==> src/rtl/uart_tx_if.sv <==
// Transmit-side request/serial bundle between a word producer and uart_tx.
interface uart_tx_if #(
    parameter int unsigned DATA_WIDTH = 8
);
    logic [DATA_WIDTH-1:0] P_DATA;
    logic                  data_valid;
    logic                  par_en;
    logic                  par_type;
    logic                  TX_OUT;
    logic                  busy;

    modport master (
        output P_DATA, data_valid, par_en, par_type,
        input  TX_OUT, busy
    );

    modport slave (
        input  P_DATA, data_valid, par_en, par_type,
        output TX_OUT, busy
    );
endinterface

==> src/rtl/uart_tx.sv <==
// UART transmitter: one bit per clk, frame = start, DATA_WIDTH bits LSB first,
// optional parity, stop. Accepts a new word in IDLE or during STOP.
module uart_tx #(
    parameter int unsigned DATA_WIDTH = 8
) (
    input  logic      clk,
    input  logic      rst,
    uart_tx_if.slave  bus
);
    localparam int unsigned CNT_W = (DATA_WIDTH > 1) ? $clog2(DATA_WIDTH) : 1;
    localparam logic [CNT_W-1:0] LAST_BIT = CNT_W'(DATA_WIDTH - 1);

    typedef enum logic [2:0] {
        IDLE   = 3'd0,
        START  = 3'd1,
        DATA   = 3'd2,
        PARITY = 3'd3,
        STOP   = 3'd4
    } state_t;

    state_t                state_q, state_d;
    logic [CNT_W-1:0]      cnt_q, cnt_d;
    logic [DATA_WIDTH-1:0] shift_q, shift_d;
    logic                  par_en_q, par_en_d;
    logic                  par_bit_q, par_bit_d;
    logic                  tx_q, tx_d;
    logic                  busy_q, busy_d;
    logic                  accept;

    // State and frame registers; outputs are registered copies of next-state decode.
    always_ff @(posedge clk) begin
        if (rst) begin
            state_q   <= IDLE;
            cnt_q     <= '0;
            shift_q   <= '0;
            par_en_q  <= 1'b0;
            par_bit_q <= 1'b0;
            tx_q      <= 1'b1;
            busy_q    <= 1'b0;
        end else begin
            state_q   <= state_d;
            cnt_q     <= cnt_d;
            shift_q   <= shift_d;
            par_en_q  <= par_en_d;
            par_bit_q <= par_bit_d;
            tx_q      <= tx_d;
            busy_q    <= busy_d;
        end
    end

    // Next state, frame capture and next output values.
    always_comb begin
        state_d   = state_q;
        cnt_d     = cnt_q;
        shift_d   = shift_q;
        par_en_d  = par_en_q;
        par_bit_d = par_bit_q;
        accept    = 1'b0;
        tx_d      = 1'b1;
        busy_d    = 1'b0;

        unique case (state_q)
            IDLE: begin
                if (bus.data_valid) accept = 1'b1;
            end
            START: begin
                state_d = DATA;
                cnt_d   = '0;
            end
            DATA: begin
                if (cnt_q == LAST_BIT) begin
                    state_d = par_en_q ? PARITY : STOP;
                end else begin
                    cnt_d   = CNT_W'(cnt_q + 1'b1);
                    shift_d = shift_q >> 1;
                end
            end
            PARITY: begin
                state_d = STOP;
            end
            STOP: begin
                if (bus.data_valid) accept = 1'b1;
                else                state_d = IDLE;
            end
            default: begin
                state_d = IDLE;
            end
        endcase

        // Everything the frame needs is frozen here; later input changes are invisible.
        if (accept) begin
            state_d   = START;
            shift_d   = bus.P_DATA;
            par_en_d  = bus.par_en;
            par_bit_d = (^bus.P_DATA) ^ bus.par_type;
        end

        unique case (state_d)
            START:   tx_d = 1'b0;
            DATA:    tx_d = shift_d[0];
            PARITY:  tx_d = par_bit_d;
            default: tx_d = 1'b1;
        endcase

        busy_d = (state_d != IDLE);
    end

    assign bus.TX_OUT = tx_q;
    assign bus.busy   = busy_q;
endmodule

==> src/flat_wrapper.sv <==
// flat-port wrapper written by rule: the top's interface ports become plain ports
module uart_tx_flat 
#(
    parameter int unsigned DATA_WIDTH = 8
)
  (clk, rst, bus_P_DATA, bus_data_valid, bus_par_en, bus_par_type, bus_TX_OUT, bus_busy);
  uart_tx_if #(.DATA_WIDTH(DATA_WIDTH)) bus_i ();
  input  logic clk;
  input  logic rst;
  input wire logic [$bits(bus_i.P_DATA)-1:0] bus_P_DATA;
  input wire logic [$bits(bus_i.data_valid)-1:0] bus_data_valid;
  input wire logic [$bits(bus_i.par_en)-1:0] bus_par_en;
  input wire logic [$bits(bus_i.par_type)-1:0] bus_par_type;
  output wire logic [$bits(bus_i.TX_OUT)-1:0] bus_TX_OUT;
  output wire logic [$bits(bus_i.busy)-1:0] bus_busy;
  assign bus_i.P_DATA = bus_P_DATA;
  assign bus_i.data_valid = bus_data_valid;
  assign bus_i.par_en = bus_par_en;
  assign bus_i.par_type = bus_par_type;
  assign bus_TX_OUT = bus_i.TX_OUT;
  assign bus_busy = bus_i.busy;
  uart_tx #(.DATA_WIDTH(DATA_WIDTH)) u_core (.clk(clk), .rst(rst), .bus(bus_i));
endmodule
==> config.mk <==
export PLATFORM = sky130hd
export DESIGN_NAME = uart_tx_flat
export DESIGN_NICKNAME = d
export VERILOG_FILES = /design/src/rtl/uart_tx_if.sv /design/src/rtl/uart_tx.sv /design/src/flat_wrapper.sv
export SDC_FILE = /design/constraint.sdc
export NUM_CORES = 1
export LEC_CHECK = 0
export ABC_AREA = 0
export CAP_MARGIN = 10
export CORE_MARGIN = 3
export CORE_UTILIZATION = 45
export DETAILED_ROUTE_END_ITERATION = 8
export GPL_TIMING_DRIVEN = 0
export PLACE_DENSITY = 0.68
export REMOVE_ABC_BUFFERS = 1
export SLEW_MARGIN = 20
export SYNTH_ARGS = -nofsm -noshare
export SYNTH_HDL_FRONTEND = slang
export SYNTH_SLANG_ARGS = --single-unit
==> constraint.sdc <==
create_clock -name clk -period 1.9 [get_ports clk]
set_clock_uncertainty 0.1 [all_clocks]
set_input_delay 0.475 -clock clk [delete_from_list [all_inputs] [get_ports clk]]
set_output_delay 0.475 -clock clk [all_outputs]
set_load 0.05 [all_outputs]
==> insert_results.sql, run 1 <==
INSERT INTO impl_metrics (metric_group, metric, value, unit) VALUES
('run_status', 'status', 'finished clean', ''),
('timing', 'rsz0062_at_grt', 'no', ''),
('synthesis', 'synth.avg_cell_area', '9.53', 'µm²'),
('global_route', 'via_count_of_the_first_global_routing_pass', '623', ''),
('power', 'power-per-cell-area', '772', 'nW/µm²'),
('route', 'drt-vias-per-instance', '5.59', ''),
('route', 'highest-signal-layer', 'met4', ''),
('synthesis', 'library_cell_with_the_highest_instance_count_after_synthesis', 'sky130_fd_sc_hd__dfxtp_1', ''),
('finish', 'nNetsFinal', '122', ''),
('synthesis', 'synth_top_area_cell', 'sky130_fd_sc_hd__dfxtp_1', ''),
('synthesis', 'ys_dominant_reg_cell', 'sky130_fd_sc_hd__dfxtp_1', ''),
('clocking', 'clock_insertion_delay_worst_skew', '300', 'ps'),
('global_route', 'overflow', '0', ''),
('global_route', 'antenna_found_initial', '0', ''),
('synthesis', 'async_set_or_reset_register_ratio_after_synthesis', '0', '%'),
('global_route', 'global_route.usage.total', '14.3', '%'),
('critical_path', 'crit_path_frequent_cell', 'sky130_fd_sc_hd__ha_4', ''),
('synthesis', 'top_post_synthesis_cells_by_count', 'sky130_fd_sc_hd__dfxtp_1, sky130_fd_sc_hd__nor2_1, sky130_fd_sc_hd__a21oi_1, sky130_fd_sc_hd__nand2_1, sky130_fd_sc_hd__mux2i_1', ''),
('timing', 'final_hold_viol_count', '0', ''),
('floorplanning', 'design.core.area', '1780', 'µm²'),
('critical_path', 'timing.rr.end', 'u_core.shift_q[1]', ''),
('timing', 'setup_tns', '0', 'ps'),
('timing', 'max_slew_margin', '55.2', '%'),
('timing', 'period_utilisation_layout', '94.2', '%'),
('critical_path', 'setup.worst_path.start_class', 'register', ''),
('finish', 'n_antenna_cell', '0', ''),
('worst_hold_path', 'worstHoldPathType', 'reg2reg', ''),
('clocking', 'cts.repair_timing.setup_buffer_count', '0', ''),
('synthesis', 'number_of_enable_flip_flop_cells_after_synthesis', '0', ''),
('clocking', 'htree_depth', '1', ''),
('floorplanning', 'design.die.area', '2520', 'µm²'),
('synthesis', 'muxShareOfSynthArea', '5.71', '%'),
('route', 'route.detailed.drc', '0', ''),
('synthesis', 'synth.top_cells.by_area', 'sky130_fd_sc_hd__dfxtp_1, sky130_fd_sc_hd__mux2i_1, sky130_fd_sc_hd__nor2_1', ''),
('critical_path', 'crit_path_top_delay_cell', 'sky130_fd_sc_hd__dfxtp_2', ''),
('critical_path', 'worstSetupEndpoint', 'u_core.shift_q[1]', ''),
('route', 'drt_first_pass_iters', '4', ''),
('synthesis', 'synth-adder-area-share', '2.85', '%'),
('placement', 'place.gp.congestion', '0.783', ''),
('placement', 'post-dp-hpwl', '1190', 'µm'),
('route', 'met1Wirelength', '868', 'µm'),
('critical_path', 'worst-r2r-setup-slack', '110', 'ps'),
('critical_path', 'reg2reg_from', 'u_core.cnt_q[0]', ''),
('finish', 'fill_cells', '174', ''),
('global_route', 'grt_max_degree', '20', ''),
('critical_path', 'worst-path-max-fanout', '6', ''),
('critical_path', 'cp_cell_sequence', 'ha_4 -> ha_4 -> or3b_1 -> a21o_1 -> a222oi_1 -> nor2_1', ''),
('floorplanning', 'initial_utilization', '49.2', '%'),
('placement', 'dp.cells', '127', ''),
('route', 'total_via_count_in_the_routed_design', '732', ''),
('critical_path', 'worst-setup-path-type', 'reg2reg', ''),
('route', 'met2_wirelength', '675', 'µm'),
('synthesis', 'synth_compound_gate_area_share', '17.5', '%'),
('synthesis', 'synth-seq-cells', '18', ''),
('critical_path', 'timing.critical_path.to_type', 'register', ''),
('synthesis', 'post_synth_inst_count', '92', ''),
('clocking', 'cts_tree', 'built', ''),
('power', 'ir_drop', '0.407', 'mV'),
('synthesis', 'post_synth_and_or_nand_nor_area_fraction', '23.0', '%'),
('floorplanning', 'die_h', '50.2', 'µm'),
('synthesis', 'synth_largest_type_area_fraction', '41.1', '%'),
('clocking', 'ctsLongestPathBuffers', '2', ''),
('finish', 'fin_util', '61.3', '%'),
('route', 'detail_route.iter0.violations', '24', ''),
('floorplanning', 'top_level_ports', '15', ''),
('synthesis', 'synth.yosys.seq_area_share', '41.1', '%'),
('global_route', 'global_route_wire_length_before_repair', '2710', 'µm'),
('critical_path', 'timing.critical_path.slowest_cell_delay', '350', 'ps'),
('clocking', 'cts_inserted_buffers', '3', ''),
('floorplanning', 'dieWidth', '50.2', 'µm'),
('timing', 'timing.final.max_slew_violations', '0', '');
through the flow:
step           setup slack, ps  cell area, µm²  hold WS (ps)
2_1_floorplan             96.7             861           330
3_3_place_gp              -159            1030           345
3_5_place_dp              -180            1030           358
4_1_cts                   15.3            1070           373
5_1_grt                   7.44            1090           420
6_report                   110            1090           397
report_power, final:
group          total (W)  switching (W)  internal, W  leakage, nW
logic           0.000179      0.0000892    0.0000895        0.215
clock network   0.000235       0.000118     0.000117       0.0210
registers       0.000430      0.0000229     0.000407        0.148
sequential cells by signal (all words and copies together) (netlist names):
register	cells
u_core.shift_q	8
u_core.bus.TX_OUT	1
u_core.par_en_q	1
u_core.par_bit_q	1
u_core.cnt_q	3
u_core.bus.busy	1
u_core.state_q	3
how the worst min path moves through the flow:
| stage | cells after the start | start | to | slack, ps |
|---|---|---|---|---|
| finish | 2 | u_core.cnt_q[1] | u_core.cnt_q[1] | 400 |
| global route | 2 | u_core.cnt_q[1] | u_core.cnt_q[1] | 420 |
| CTS | 2 | u_core.cnt_q[1] | u_core.cnt_q[1] | 370 |
| detailed placement | 2 | u_core.cnt_q[1] | u_core.cnt_q[1] | 360 |
| global placement | 2 | u_core.cnt_q[2] | u_core.cnt_q[2] | 340 |
| floorplan | 2 | u_core.cnt_q[1] | u_core.cnt_q[1] | 330 |
cell type report:
cell class	count	area [µm²]	share of cell area, %
clock buffer	4	36.3	3.32
inverter	1	3.75	0.344
multi-input combinational	69	522	47.8
sequential	18	362	33.1
tap	25	31.3	2.86
timing repair buffer	14	138	12.6
kinds of logic (layout without fill, tap and decap cells):
group	Yosys count	in the layout
adders and majority gates	2	2
buffers and inverters	5	19
DFF	18	18
AOI/OAI and AO/OA	21	21
xor gates and xnor gates	6	6
muxes	5	5
and+or+nand+nor	35	35
layer usage:
layer / up-vias / global-route usage, %
met5: - / 0
met1: 341 / 19.7
met2: 20 / 20.4
met3: 5 / 2.97
met4: 0 / 8.29
li1: 366 / -
worst reg2reg max path, cell delays in order (launching register included):
cell	delay (ps)
sky130_fd_sc_hd__dfxtp_2	350
sky130_fd_sc_hd__ha_4	160
sky130_fd_sc_hd__ha_4	180
sky130_fd_sc_hd__or3b_1	340
sky130_fd_sc_hd__a21o_1	230
sky130_fd_sc_hd__a222oi_1	230
sky130_fd_sc_hd__nor2_1	70
repair_timing:
item,CTS,global route
hold buffers,0,0
resized for setup,3,4
pin swaps,1,5
endpoints found under the setup margin,5,5
layout by cell type (no fill, tap or decap), types with 2 or more instances in the layout:
cell type,instances
sky130_fd_sc_hd__clkdlybuf4s50_1,12
sky130_fd_sc_hd__a21o_1,2
sky130_fd_sc_hd__nand3b_1,2
sky130_fd_sc_hd__ha_4,2
sky130_fd_sc_hd__clkbuf_4,3
sky130_fd_sc_hd__nand3_1,2
sky130_fd_sc_hd__a222oi_1,3
sky130_fd_sc_hd__a211oi_1,4
sky130_fd_sc_hd__or3b_1,3
sky130_fd_sc_hd__xor2_1,2
sky130_fd_sc_hd__dfxtp_1,17
sky130_fd_sc_hd__mux2i_1,5
sky130_fd_sc_hd__a21oi_1,6
sky130_fd_sc_hd__xnor2_1,3
sky130_fd_sc_hd__dlygate4sd2_1,2
sky130_fd_sc_hd__nand2b_1,3
sky130_fd_sc_hd__nand2_1,6
sky130_fd_sc_hd__nor2_1,13
Power figures use the tool's default switching activity.
==> run 2, diff against run 1 <==
--- a/config.mk
+++ b/config.mk
@@ -13,7 +13,6 @@
 export GPL_TIMING_DRIVEN = 0
 export PLACE_DENSITY = 0.68
 export REMOVE_ABC_BUFFERS = 1
-export SLEW_MARGIN = 20
 export SYNTH_ARGS = -nofsm -noshare
 export SYNTH_HDL_FRONTEND = slang
 export SYNTH_SLANG_ARGS = --single-unit
==> results of run 2 <==
Final layout, timing and power as in run 1 (identical DEF).
==> run 3, diff against run 2 <==
--- a/config.mk
+++ b/config.mk
@@ -13,6 +13,7 @@
 export GPL_TIMING_DRIVEN = 0
 export PLACE_DENSITY = 0.68
 export REMOVE_ABC_BUFFERS = 1
+export SLEW_MARGIN = 10
 export SYNTH_ARGS = -nofsm -noshare
 export SYNTH_HDL_FRONTEND = slang
 export SYNTH_SLANG_ARGS = --single-unit
==> results of run 3 <==
Final layout, timing and power as in run 1 (identical DEF).
